==> src/rtl/ksa_pkg.sv <==
// Shared constants, state encoding and key-byte selection for the RC4 key-scheduling stage.
// The init and PRGA stages import the same S-memory geometry from here.
package ksa_pkg;

    localparam int KEYLEN  = 3;
    localparam int ADDR_W  = 8;
    localparam int S_DEPTH = 2 ** ADDR_W;
    localparam int KIDX_W  = (KEYLEN > 1) ? $clog2(KEYLEN) : 1;

    typedef enum logic [2:0] {
        IDLE  = 3'd0,
        RD_I  = 3'd1,
        LAT_I = 3'd2,
        RD_J  = 3'd3,
        LAT_J = 3'd4,
        WR_I  = 3'd5,
        WR_J  = 3'd6,
        DONE  = 3'd7
    } ksa_state_e;

    // Key byte 0 is the most significant byte of the packed key.
    function automatic logic [7:0] key_byte(input logic [8*KEYLEN-1:0] key,
                                            input logic [KIDX_W-1:0]   k);
        return key[8*(KEYLEN-1-int'(k)) +: 8];
    endfunction

endpackage

==> src/rtl/ksa.sv <==
// RC4 key scheduler: permutes an identity S array in place using the secret key.
// One iteration is read S[i], read S[j], write S[i], write S[j]; all memory outputs are registered.
module ksa
    import ksa_pkg::*;
(
    input  logic                clk,
    input  logic                rst,
    input  logic                start,
    output logic                finish,
    input  logic [8*KEYLEN-1:0] key,
    output logic [ADDR_W-1:0]   address,
    output logic [7:0]          data,
    output logic                wren,
    input  logic [7:0]          q,
    output ksa_state_e          dbg_state
);

    ksa_state_e          state_q, state_d;
    logic [ADDR_W-1:0]   i_q, i_d;
    logic [ADDR_W-1:0]   j_q, j_d;
    logic [KIDX_W-1:0]   kidx_q, kidx_d;
    logic [7:0]          si_q, si_d;
    logic [7:0]          sj_q, sj_d;
    logic [ADDR_W-1:0]   addr_q, addr_d;
    logic [7:0]          data_q, data_d;
    logic                wren_q, wren_d;

    always_ff @(posedge clk) begin
        if (rst) begin
            state_q <= IDLE;
            i_q     <= '0;
            j_q     <= '0;
            kidx_q  <= '0;
            si_q    <= '0;
            sj_q    <= '0;
            addr_q  <= '0;
            data_q  <= '0;
            wren_q  <= 1'b0;
        end else begin
            state_q <= state_d;
            i_q     <= i_d;
            j_q     <= j_d;
            kidx_q  <= kidx_d;
            si_q    <= si_d;
            sj_q    <= sj_d;
            addr_q  <= addr_d;
            data_q  <= data_d;
            wren_q  <= wren_d;
        end
    end

    // Memory outputs are loaded on the transition into the state that presents them,
    // so address/data/wren are valid for the whole cycle of RD_*/WR_* states.
    always_comb begin
        state_d = state_q;
        i_d     = i_q;
        j_d     = j_q;
        kidx_d  = kidx_q;
        si_d    = si_q;
        sj_d    = sj_q;
        addr_d  = addr_q;
        data_d  = data_q;
        wren_d  = 1'b0;

        case (state_q)
            IDLE: begin
                if (start) begin
                    addr_d  = i_q;
                    state_d = RD_I;
                end
            end
            RD_I: begin
                state_d = LAT_I;
            end
            LAT_I: begin
                si_d    = q;
                j_d     = j_q + q + key_byte(key, kidx_q);
                addr_d  = j_d;
                state_d = RD_J;
            end
            RD_J: begin
                state_d = LAT_J;
            end
            LAT_J: begin
                sj_d    = q;
                addr_d  = i_q;
                data_d  = q;
                wren_d  = 1'b1;
                state_d = WR_I;
            end
            WR_I: begin
                addr_d  = j_q;
                data_d  = si_q;
                wren_d  = 1'b1;
                state_d = WR_J;
            end
            WR_J: begin
                if (i_q == ADDR_W'(S_DEPTH - 1)) begin
                    state_d = DONE;
                end else begin
                    i_d     = i_q + 1'b1;
                    kidx_d  = (kidx_q == KIDX_W'(KEYLEN - 1)) ? '0 : kidx_q + 1'b1;
                    addr_d  = i_d;
                    state_d = RD_I;
                end
            end
            DONE: begin
                if (!start) begin
                    i_d     = '0;
                    j_d     = '0;
                    kidx_d  = '0;
                    state_d = IDLE;
                end
            end
            default: begin
                state_d = IDLE;
            end
        endcase
    end

    assign finish    = (state_q == DONE);
    assign address   = addr_q;
    assign data      = data_q;
    assign wren      = wren_q;
    assign dbg_state = state_q;

endmodule
==> config.mk <==
export PLATFORM = sky130hd
export DESIGN_NAME = ksa
export DESIGN_NICKNAME = d
export VERILOG_FILES = /design/src/rtl/ksa_pkg.sv /design/src/rtl/ksa.sv
export SDC_FILE = /design/constraint.sdc
export NUM_CORES = 1
export LEC_CHECK = 0
export ABC_AREA = 1
export BUFFER_PORTS_ARGS = -buffer_cell sky130_fd_sc_hd__buf_2
export CAP_MARGIN = 40
export CORE_MARGIN = 4
export CORE_UTILIZATION = 55
export CTS_BUF_LIST = sky130_fd_sc_hd__clkbuf_4 sky130_fd_sc_hd__clkbuf_8 sky130_fd_sc_hd__clkbuf_16
export DETAILED_ROUTE_END_ITERATION = 8
export PLACE_DENSITY = 0.8
export SLEW_MARGIN = 20
export SYNTH_ARGS = -nofsm -noshare
export SYNTH_HDL_FRONTEND = slang
export SYNTH_SLANG_ARGS = --single-unit
==> constraint.sdc <==
create_clock -name clk -period 5.12 [get_ports clk]
set_clock_uncertainty 0.2 [all_clocks]
set_input_delay 0 -clock clk [delete_from_list [all_inputs] [get_ports clk]]
set_output_delay 0 -clock clk [all_outputs]
set_load 0.1 [all_outputs]
## Word level (Yosys, flattened, before mapping)

Cells that the tools add are included.
Widths: inputs -> output; s select.

- Add/sub/neg operators: 5
- Eq/ne operators: 12
- Shift operators: 1
- Mux-type cells: 16
- Reduce and logical (&&, ||, !) cells: 10

Operators by type and width:

| cell | number |
|---|---|
| $pmux 8 s2 | 3 |
| $pmux 8 s5 | 1 |
| $mux 8 | 3 |
| $pmux 3 s8 | 1 |
| $shiftx 24x6->8 | 1 |
| $add 8x8->8 | 2 |
| $eq 3x3->1 const B | 4 |
| $mux 3 | 3 |
| $add 8x1->8 const B | 1 |
| $eq 8x8->1 const B | 1 |
| $eq 3x2->1 const B | 2 |
| $mux 2 | 3 |
| $ne 2x2->1 const B | 3 |
| $reduce_and 3->1 | 2 |
| $reduce_bool 2->1 | 3 |
| $reduce_bool 5->1 | 1 |
| $pmux 2 s2 | 1 |
| $reduce_and 2->1 | 2 |
| $eq 3x1->1 const B | 1 |
| $logic_not 3->1 | 1 |
| $sub 2x2->3 const A | 1 |
| $add 2x1->2 const B | 1 |
| $eq 2x2->1 const B | 1 |
| $reduce_or 2->1 | 1 |
| $mux 1 | 1 |

- Register bits: 46

## Longest topological paths before layout

Gate-level depths: netlist of the first run.

- Depth in word-level cells: 4
- Gate-level depth with buffers: 20

## Worst setup path before layout of the first run

No wires, ideal clock.

- Path kind: reg2reg
- From: register state_q[2] (netlist: dbg_state[2])
- To: register j_q[4]
- Setup time: 0.132 ns
- Data arrival time: 3.417 ns
- Data required time: 4.788 ns
- Slack: 1.371 ns
- Stages on the path, launching flop included: 6
- Path buffers: 0
- Clock period less this slack: 3.749 ns
- Path through: dfxtp_1 -> inv_1 -> nor2_1 -> a21oi_1 -> nand2_1 -> a21oi_1

- Cells in the longest elaborated chain, start to end: 3

Ends and longest elaborated chain:

| element | line | text |
|---|---|---|
| start: declaration | ksa.sv:18 | `ksa_state_e state_q, state_d;` |
| start signal: assignment | ksa.sv:40 | `state_q <= state_d;` |
| $eq 3x3->1 (*) | n/a |  |
| net finish | ksa.sv:9 | `output logic finish,` |
| $ne 2x2->1 (no line) / $reduce_bool 2->1 (equally long branches) | n/a |  |
| $reduce_and 2->1 (no line) | n/a |  |
| end signal: assignment | ksa.sv:42 | `j_q <= j_d;` |
| end: declaration | ksa.sv:20 | `logic [ADDR_W-1:0] j_q, j_d;` |

The timed path passes the listed nets; every way through them passes the cells marked *.
A chain may end at the register's enable or synchronous reset.

## Worst setup path after layout of the first run

- From: register kidx_q[0]
- To: register addr_q[5] (netlist: address[5])

- Cells in the longest elaborated chain, start to end: 4

Ends and longest elaborated chain:

| element | line | text |
|---|---|---|
| start: declaration | ksa.sv:21 | `logic [KIDX_W-1:0] kidx_q, kidx_d;` |
| start signal: assignment | ksa.sv:43 | `kidx_q <= kidx_d;` |
| $sub 2x2->3 | ksa_pkg.sv:24 | `return key[8*(KEYLEN-1-int'(k)) +: 8];` |
| $shiftx 24x6->8 | ksa_pkg.sv:24 |  |
| $add 8x8->8 | ksa.sv:77 | `j_d = j_q + q + key_byte(key, kidx_q);` |
| $pmux 8 s5 | ksa.sv:65 | `case (state_q)` |
| end signal: assignment | ksa.sv:46 | `addr_q <= addr_d;` |
| end: declaration | ksa.sv:24 | `logic [ADDR_W-1:0] addr_q, addr_d;` |

Every way passes these cells.

==> results.toml, run 1 <==
[logic_synthesis]
async_reset_ff_frac = 0
synth_area_per_cell_um2 = 6.96
syn_inst = 391
synth-seq-area-share = 0.338
synth-edff-count = 0
yosys_warnings = 0
synth_cell_type_count = 35
syn_area_mm2 = 0.00272
ys_ff_latch = 46
syn_nets = 444
ys.flop_type = "dfxtp_1"

[floorplan]
initial_core_util = 0.572
dieArea_mm2 = 0.00614
num_rows = 25
core_mm2 = 0.00475
ios = 56
dieWidth_um = 78.3
fp.dieH_um = 78.3

[clocking]
cts_max_level = 2
cts_resized = 0
cts_num_sinks = 46
clk_path_buf_depth = 2
numCtsBuffers = 5
post_cts.repair.setup_buffers = 0
cts_tree = "yes"
clk_pin_slew_ns = 0.09
cts.root.buffer_cell = "clkbuf_8"
cts_hold_buffers = 10
clk_latency_ns = 0.30

[sta]
fin_crit_sh = 0.764
tns_ns = 0
slew_violations = 0
max_slew_margin = 0.544
hold_violations = 0
fin_hold_ws_ns = 0.136
max_freq_mhz = 256
rsz0062_at_grt = "no"
worst_pin_slew_ns = 0.684
setup_viol = 0
post-route-min-period_ns = 3.91
setup_ws_ns = 1.21

[setup_path]
crit_path_top_delay_cell = "ha_1"
startpoint_type = "flop"
worst_setup_path_end_kind = "flop"
max_stage_delay_ns = 0.51
path_class = "reg2reg"
required_ns = 5.09
arrival_ns = 3.88
cp_cell_sequence = "inv_1 -> ha_1 -> a21oi_1 -> nor2_1 -> o221ai_1 -> fa_1 -> inv_1 -> ha_1 -> fa_1 -> inv_1 -> o21ai_0 -> o21ai_0 -> nand3_1 -> o21ai_0 -> a21oi_1"
path_max_fanout = 14

[layout]
nets = 505
area_delta_synth_final_pct = 18.1
layout_common_cells = "92 x nand2_1, 58 x a21oi_1, 55 x buf_2"
diodes = 0
drive_gt1_frac = 0.166
final_area_mm2 = 0.00321
final_common_cell = "nand2_1"

[grt]
grt_usage = 0.236
grt_first_pass_wirelength_mm = 11.7
overflow = 0
grt_start_max_net_pins = 31
grt_pass1_vias = 2584
grt_antenna_before_repair = 0

[pwr]
vdd_drop_max_v = 0.000244
pwr_density_cell_mw_per_mm2 = 294
p_leak_nw = 1.45

[detailed_routing]
drcViolationCount = 0
dr.pass1.iters = 6
wl_per_cell_um = 13.4
totalWireLength_mm = 6.93
via_per_inst = 5.40
antenna_left = 0
drt_iter0_drc = 234
num_vias = 2805

[worst_hold_path]
min_path_type = "in2reg"

[place]
place_congestion = 0.901
hpwl_mm = 5.09
placed_cell_area_mm2 = 0.00303
port_buffers = 55
pre_cts_ws_ns = 1.33

[job]
drv_cap = 0

[status]
status = "finished, final reports clean"
synth_stat cells, types with 2 or more instances:
master / n / share of area
o21ai_0: 34 / 0.063
clkbuf_1: 8 / 0.011
nor2_1: 21 / 0.029
nand2_1: 92 / 0.13
a21oi_1: 58 / 0.11
a211oi_1: 2 / 0.0055
dfxtp_1: 46 / 0.34
nor2_2: 4 / 0.0092
nand2_2: 2 / 0.0046
nor3_1: 5 / 0.0092
a31oi_1: 3 / 0.0069
o22ai_1: 3 / 0.0069
nand3_2: 2 / 0.0074
nand4_1: 7 / 0.016
nand3_1: 14 / 0.026
inv_1: 53 / 0.073
o21ai_1: 3 / 0.0055
fa_1: 8 / 0.059
ha_1: 10 / 0.046
critical path: cells and delay by family (launching register included):
| family | cells | cell delay (ns) |
|---|---|---|
| adders and majority gates | 4 | 1.67 |
| buffers and inverters | 3 | 0.39 |
| DFF | 1 | 0.47 |
| and+or+nand+nor | 2 | 0.23 |
| AOI/OAI and AO/OA | 6 | 0.83 |
report_power, final:
part | switching, mW | internal, mW | total, mW
clock network | 0.122 | 0.0991 | 0.221
registers | 0.0187 | 0.384 | 0.402
logic | 0.231 | 0.0901 | 0.321
total | 0.371 | 0.573 | 0.944
stage by stage:
step / power, mW / cells / utilization
floorplan: 0.655 / 391 / -
global placement: 0.713 / 502 / 0.637
detailed placement: 0.719 / 502 / 0.637
CTS: 0.944 / 519 / 0.676
global route: 0.999 / 519 / 0.676
finish: 0.944 / 519 / 0.676
final cells by class:
type                       instances  area [um2]
inverter                          54         203
timing repair buffer              65         375
fill                             427        1540
clock inverter                     1        7.51
tap                               67        83.8
clock buffer                       6        76.3
sequential                        46         921
multi-input combinational        280        1550
layer usage:
layer,global-route usage,wire length [um]
met5,0,0
met4,0.0734,163
met3,0.0516,521
met2,0.380,3160
met1,0.315,3090
path summary, 6_finish.rpt:
path | slack (ns) | endpoint | cells past startpoint | start
worst max-delay path | 1.21 | address[5] | 15 | kidx_q[0]
worst min-delay path | 0.14 | j_q[7] | 7 | key[23]
worst max register to register | 1.21 | address[5] | 15 | kidx_q[0]
worst min register to register | 0.26 | si_q[3] | 2 | si_q[3]
sequential cells by signal, summed over array words and instances (netlist names):
signal	count
dbg_state	3
wren	1
j_q	8
data	8
kidx_q	2
si_q	8
address	8
i_q	8
cells by family (layout without fill, tap and decap cells):
| logic type | after synthesis | in the layout | synth area share |
|---|---|---|---|
| buffers and inverters | 65 | 126 | 0.0929 |
| AO/OA/AOI/OAI | 109 | 109 | 0.217 |
| flip-flops | 46 | 46 | 0.338 |
| AND/OR/NAND/NOR | 151 | 151 | 0.241 |
| XOR/XNOR | 2 | 2 | 0.00644 |
| adder cells (fa/ha/maj) | 18 | 18 | 0.105 |
(Power assumes the default switching activity.)
==> run 2, diff against run 1 <==
--- a/config.mk
+++ b/config.mk
@@ -5,14 +5,14 @@
 export SDC_FILE = /design/constraint.sdc
 export NUM_CORES = 1
 export LEC_CHECK = 0
-export ABC_AREA = 1
+export ABC_AREA = 0
 export BUFFER_PORTS_ARGS = -buffer_cell sky130_fd_sc_hd__buf_2
 export CAP_MARGIN = 40
 export CORE_MARGIN = 4
 export CORE_UTILIZATION = 55
 export CTS_BUF_LIST = sky130_fd_sc_hd__clkbuf_4 sky130_fd_sc_hd__clkbuf_8 sky130_fd_sc_hd__clkbuf_16
 export DETAILED_ROUTE_END_ITERATION = 8
-export PLACE_DENSITY = 0.8
+export PLACE_DENSITY = 0.79
 export SLEW_MARGIN = 20
 export SYNTH_ARGS = -nofsm -noshare
 export SYNTH_HDL_FRONTEND = slang
==> constraint.sdc (replaced) <==
create_clock -name clk -period 4 [get_ports clk]
set_clock_uncertainty 0.2 [all_clocks]
set_input_delay 0 -clock clk [delete_from_list [all_inputs] [get_ports clk]]
set_output_delay 0 -clock clk [all_outputs]
set_load 0.1 [all_outputs]
==> run 2 against run 1 <==
- core utilization up 0.68 points
- first-iteration DRC count rose by 26%
- area after synthesis is 8.4% higher
- register-to-register slack worse by 0.98 ns
- power rose by 46%
- sequential share of layout area is 2.4 points lower
- setup slack worse by 0.98 ns
- fmax is 3.8% higher
- routed wire length rose by 5.4%
- sequential power increased by 27%
- critical endpoint unchanged
- largest cell class unchanged
==> results.toml, run 2 <==
[logic_synthesis]
synth_common_cells = "46 x dfxtp_1, 46 x nor2_1, 38 x nand2_1, 37 x a21oi_1, 24 x o21ai_0"
syn_inst = 372
syn_nets = 425
synth-edff-count = 0
synth_cell_type_count = 49
synth.area.top_cells = "dfxtp_1 31%, mux2i_1 6.4%, a21oi_1 6.3%, nor2_1 5.9%, fa_1 5.4%"
syn_area_mm2 = 0.00295
async_reset_ff_frac = 0
ys.flop_type = "dfxtp_1"
synth_top_cell_by_area = "dfxtp_1"
synth_area_per_cell_um2 = 7.93
yosys_warnings = 0
yosysTopAreaCellShare = 0.312
ys_ff_latch = 46
synth-seq-area-share = 0.312

[sta]
hold_violations = 0
setup_ws_ns = 0.234
max_slew_margin = 0.512
worst_pin_slew_ns = 0.731
fin_crit_sh = 0.941
slew_violations = 0
max_freq_mhz = 266
setup_viol = 0
post-route-min-period_ns = 3.77
tns_ns = 0
rsz0062_at_grt = "no"

[grt]
grt_first_pass_wirelength_mm = 12.1
grt_pass1_vias = 2598
overflow = 0
grt_usage = 0.232
grt_antenna_before_repair = 0
grt_start_max_net_pins = 47

[floorplan]
fp.dieH_um = 81.2
num_rows = 26
core_mm2 = 0.00514
dieWidth_um = 81.2
ios = 56
initial_core_util = 0.574
dieArea_mm2 = 0.00660

[layout]
layout_common_cells = "55 x buf_2, 46 x nor2_1, 46 x dfxtp_1"
drive_gt1_frac = 0.187
nets = 480
diodes = 0
finish.utilization = 0.683
layout.cells.non_filler = 498
final_common_cell = "buf_2"
area_delta_synth_final_pct = 19.0

[detailed_routing]
drt_iter0_drc = 296
wl_per_cell_um = 14.7
totalWireLength_mm = 7.31
drcViolationCount = 0
via_per_inst = 5.64
antenna_left = 0
num_vias = 2810
dr.pass1.iters = 5

[place]
hpwl_mm = 5.33
pre_cts_ws_ns = 0.162
dp.cells = 479
port_buffers = 55
place_congestion = 0.932

[worst_hold_path]
min_path_type = "in2reg"
min_path_cells = 6

[job]
drv_cap = 0

[setup_path]
r2r_cells = 15
worst_setup_path_end_kind = "flop"
path_max_fanout = 8
arrival_ns = 3.80
required_ns = 4.03
path_class = "reg2reg"
startpoint_type = "flop"

[clocking]
cts_num_sinks = 46
cts.root.buffer_cell = "clkbuf_8"
clk_latency_ns = 0.29
post_cts.repair.setup_buffers = 0
cts_max_level = 2
numCtsBuffers = 5
clk_path_buf_depth = 2
cts_tree = "yes"
clk_pin_slew_ns = 0.09

[status]
status = "finished, final reports clean"

[pwr]
p_leak_nw = 1.45
pwr_density_cell_mw_per_mm2 = 392
vdd_drop_max_v = 0.000173
==> run 2: changes by cell type after synthesis, sizes merged, moves of 7 or more <==
cell / delta
nand2: -56
nand4: -7
mux2i: +19
inv: -32
xnor2: +9
nand2b: +10
nor2: +22
a21oi: -22
a22oi: +7
a211oi: +7
o21ai: -11
buf: +8
==> run 2: critical path: stages (launching register included) <==
cell       delay, ns
dfxtp_1         0.36
inv_1           0.09
ha_4            0.33
mux2i_1         0.08
o21ai_0         0.16
nand2b_1        0.09
fa_1            0.47
inv_1           0.04
ha_1            0.22
fa_1            0.45
a21o_1          0.21
a21oi_1         0.20
xnor2_1         0.17
a2bb2oi_1       0.10
or3_1           0.39
a21oi_1         0.15
==> run 2: stage by stage <==
stage / hold WS (ns) / total power, mW / area (um2)
final: 0.202 / 1.38 / 3510
after CTS: 0.0839 / 1.37 / 3470
after detailed placement: 0.0695 / 0.945 / 3230
after floorplan: -0.0640 / 0.849 / 2950
after global placement: 0.0613 / 0.933 / 3230
after global routing: 0.252 / 1.44 / 3510
==> run 2: path summary, 6_finish.rpt <==
path              from  slack, ns          to
max reg2reg  kidx_q[1]       0.23  address[5]
min             key[8]       0.20      j_q[0]
min reg2reg    si_q[7]       0.26     si_q[7]
max          kidx_q[1]       0.23  address[5]
==> run 2: cell families (layout without fill, tap and decap cells) <==
group | Yosys count | after routing | synth area share
simple gates | 133 | 133 | 0.220
flops | 46 | 46 | 0.312
compound gates | 100 | 100 | 0.206
buf+inv | 45 | 101 | 0.0687
mux | 19 | 19 | 0.0645
fa+ha+maj | 18 | 18 | 0.0967
xor+xnor | 11 | 11 | 0.0327
==> run 2: area by class of cell <==
class                      instances  area (um2)
sequential                        46         921
clock buffer                       6        82.6
multi-input combinational        281        1840
clock inverter                     2        60.1
tap                               70        87.6
inverter                          21        78.8
timing repair buffer              72         440
fill                             440        1630
==> run 2: report_power, final <==
| group | switching (mW) | total, mW | internal [mW] | leakage [nW] |
|---|---|---|---|---|
| registers | 0.0268 | 0.512 | 0.485 | 0.373 |
| logic | 0.289 | 0.438 | 0.149 | 1.01 |
| clock network | 0.161 | 0.427 | 0.267 | 0.0714 |
==> run 2: routing by layer <==
| metal | track usage | up-vias | routed length (um) |
|---|---|---|---|
| met5 | 0 | - | 0 |
| met3 | 0.0421 | 14 | 490 |
| li1 | - | 1397 | - |
| met2 | 0.382 | 111 | 3490 |
| met4 | 0.0709 | 0 | 103 |
| met1 | 0.307 | 1288 | 3220 |
==> run 2: what timing repair did <==
action / in CTS / in global routing
hold buffers: 9 / 1
hold endpoints to repair: 19 / 41
endpoints found under the setup margin: 0 / 1
resized for setup: 0 / 2
==> run 3, diff against run 2 <==
--- a/config.mk
+++ b/config.mk
@@ -8,11 +8,13 @@
 export ABC_AREA = 0
 export BUFFER_PORTS_ARGS = -buffer_cell sky130_fd_sc_hd__buf_2
 export CAP_MARGIN = 40
+export CELL_PAD_IN_SITES_DETAIL_PLACEMENT = 1
+export CELL_PAD_IN_SITES_GLOBAL_PLACEMENT = 1
 export CORE_MARGIN = 4
-export CORE_UTILIZATION = 55
+export CORE_UTILIZATION = 41
 export CTS_BUF_LIST = sky130_fd_sc_hd__clkbuf_4 sky130_fd_sc_hd__clkbuf_8 sky130_fd_sc_hd__clkbuf_16
 export DETAILED_ROUTE_END_ITERATION = 8
-export PLACE_DENSITY = 0.79
+export PLACE_DENSITY_LB_ADDON = 0.1
 export SLEW_MARGIN = 20
 export SYNTH_ARGS = -nofsm -noshare
 export SYNTH_HDL_FRONTEND = slang
==> run 3 against run 2 <==
- worst hold slack worse by 0.010 ns
- first-iteration DRC count down 64%
- sequential power down 2%
- count of clock-buffer cells in the layout down 1
- combinational power up 4%
- critical path type unchanged
- critical endpoint unchanged
- largest power group unchanged
==> results.toml, run 3 (synthesis gave the netlist of run 2 again) <==
[status]
status = "finished, final reports clean"

[sta]
tns_ns = 0
post-route-min-period_ns = 3.68
max_freq_mhz = 272
rsz0062_at_grt = "no"
slew_violations = 0
worst_pin_slew_ns = 0.609
setup_viol = 0
max_slew_margin = 0.593
fin_crit_sh = 0.919
hold_violations = 0

[detailed_routing]
num_vias = 2775
totalWireLength_mm = 8.56
via_per_inst = 5.29
drcViolationCount = 0
dr.pass1.iters = 4
antenna_left = 0
wl_per_cell_um = 16.3
drt_iter0_drc = 108

[pwr]
seq_power_share = 0.382
p_sw_frac = 0.378
combPwrFrac = 0.346
clkPwrFrac = 0.272
pwr_density_cell_mw_per_mm2 = 374
p_sw_uw = 497
vdd_drop_max_v = 0.000157
finalPower_mw = 1.32
internal_power_uw = 820
p_leak_nw = 1.45

[worst_hold_path]
min_path_type = "in2reg"

[clocking]
numCtsBuffers = 5
clk_latency_ns = 0.31
cts_max_level = 2
post_cts.repair.setup_buffers = 0
cts_tree = "yes"
clk_pin_slew_ns = 0.09
cts.root.buffer_cell = "clkbuf_8"
cts_num_sinks = 46
clk_path_buf_depth = 2

[grt]
overflow = 0
use_met1 = 0.293
grt_most_used_layer = "met2"
use_met3 = 0.0309
grt_start_max_net_pins = 33
grt_antenna_before_repair = 0
grt_first_pass_wirelength_mm = 14.3
grt_pass1_vias = 2843
grt_usage = 0.206
grt_use_met2 = 0.334

[floorplan]
core_mm2 = 0.00691
dieWidth_um = 92.8
ios = 56
dieArea_mm2 = 0.00862
num_rows = 30
initial_core_util = 0.427
fp.dieH_um = 92.8

[layout]
nets = 481
final_common_cell = "buf_2"
drive_gt1_frac = 0.189
diodes = 0
layout_common_cells = "55 x buf_2, 46 x nor2_1, 46 x dfxtp_1"
area_delta_synth_final_pct = 19.4

[setup_path]
required_ns = 4.04
worst_setup_path_end_kind = "flop"
path_class = "reg2reg"
path_max_fanout = 7
startpoint_type = "flop"
arrival_ns = 3.72

[job]
drv_cap = 0

[place]
port_buffers = 55
place_congestion = 0.838
hpwl_mm = 6.33
==> run 3: cell types whose count changed in the layout (fill, tap and decap cells not counted) <==
cell	change
clkbuf_8	-1
clkinv_2	+2
buf_4	+1
bufinv_16	-1
buf_16	+1
buf_12	-1
==> run 3: metrics by stage <==
step           area (um2)   util  instances  hold WS [ns]  setup slack (ns)
6_report             3520  0.510        525         0.192             0.324
5_1_grt              3520  0.510        525         0.277            0.0904
4_1_cts              3510  0.508        525         0.182             0.155
3_5_place_dp         3300  0.478        507        0.0714             0.237
3_3_place_gp         3270  0.474        506        0.0618             0.317
2_1_floorplan        2950      -        372       -0.0640             0.127
==> run 3: routing by layer <==
| layer | wire (um) | vias up |
|---|---|---|
| met5 | 0 | - |
| met4 | 63 | 0 |
| met3 | 315 | 7 |
| met2 | 3870 | 62 |
| met1 | 4310 | 1314 |
| li1 | - | 1392 |
==> run 3: final cells by class <==
| type | count | area, um2 |
|---|---|---|
| repair buffers | 73 | 455 |
| clock buffers | 5 | 68.8 |
| inverters | 21 | 78.8 |
| fillers | 891 | 3380 |
| flip-flops and latches | 46 | 921 |
| well taps | 96 | 120 |
| multi-input cells | 281 | 1840 |
| clock inverters | 3 | 40.0 |
==> run 3: repair_timing <==
action,CTS,global route
endpoints found under the hold margin,34,0
hold buffers,10,0
setup endpoints to repair,0,2
gates resized for setup,0,2
==> run 3: worst paths after layout <==
check | slack (ns) | start | endpoint | cells after the start
hold reg to reg | 0.26 | si_q[4] | si_q[4] | 2
setup / recovery | 0.32 | kidx_q[1] | address[5] | 15
hold / removal | 0.19 | key[8] | j_q[0] | 6
setup reg to reg | 0.32 | kidx_q[1] | address[5] | 15
==> run 3: power groups by stage <==
stage,Combinational [mW],Clock (mW),Sequential [mW]
final,0.456,0.359,0.503
after global routing,0.498,0.393,0.508
after CTS,0.457,0.371,0.504
after detailed placement,0.445,0,0.514
after global placement,0.433,0,0.514
after floorplan,0.238,0,0.610
==> run 3: worst max-delay path, cell delays in order (launching register included) <==
cell,delay (ns)
dfxtp_1,0.36
inv_1,0.10
ha_4,0.33
mux2i_1,0.08
o21ai_0,0.15
nand2b_1,0.09
fa_1,0.48
inv_1,0.04
ha_1,0.21
fa_1,0.43
a21o_1,0.20
a21oi_1,0.17
xnor2_1,0.16
a2bb2oi_1,0.10
or3_1,0.37
a21oi_1,0.15
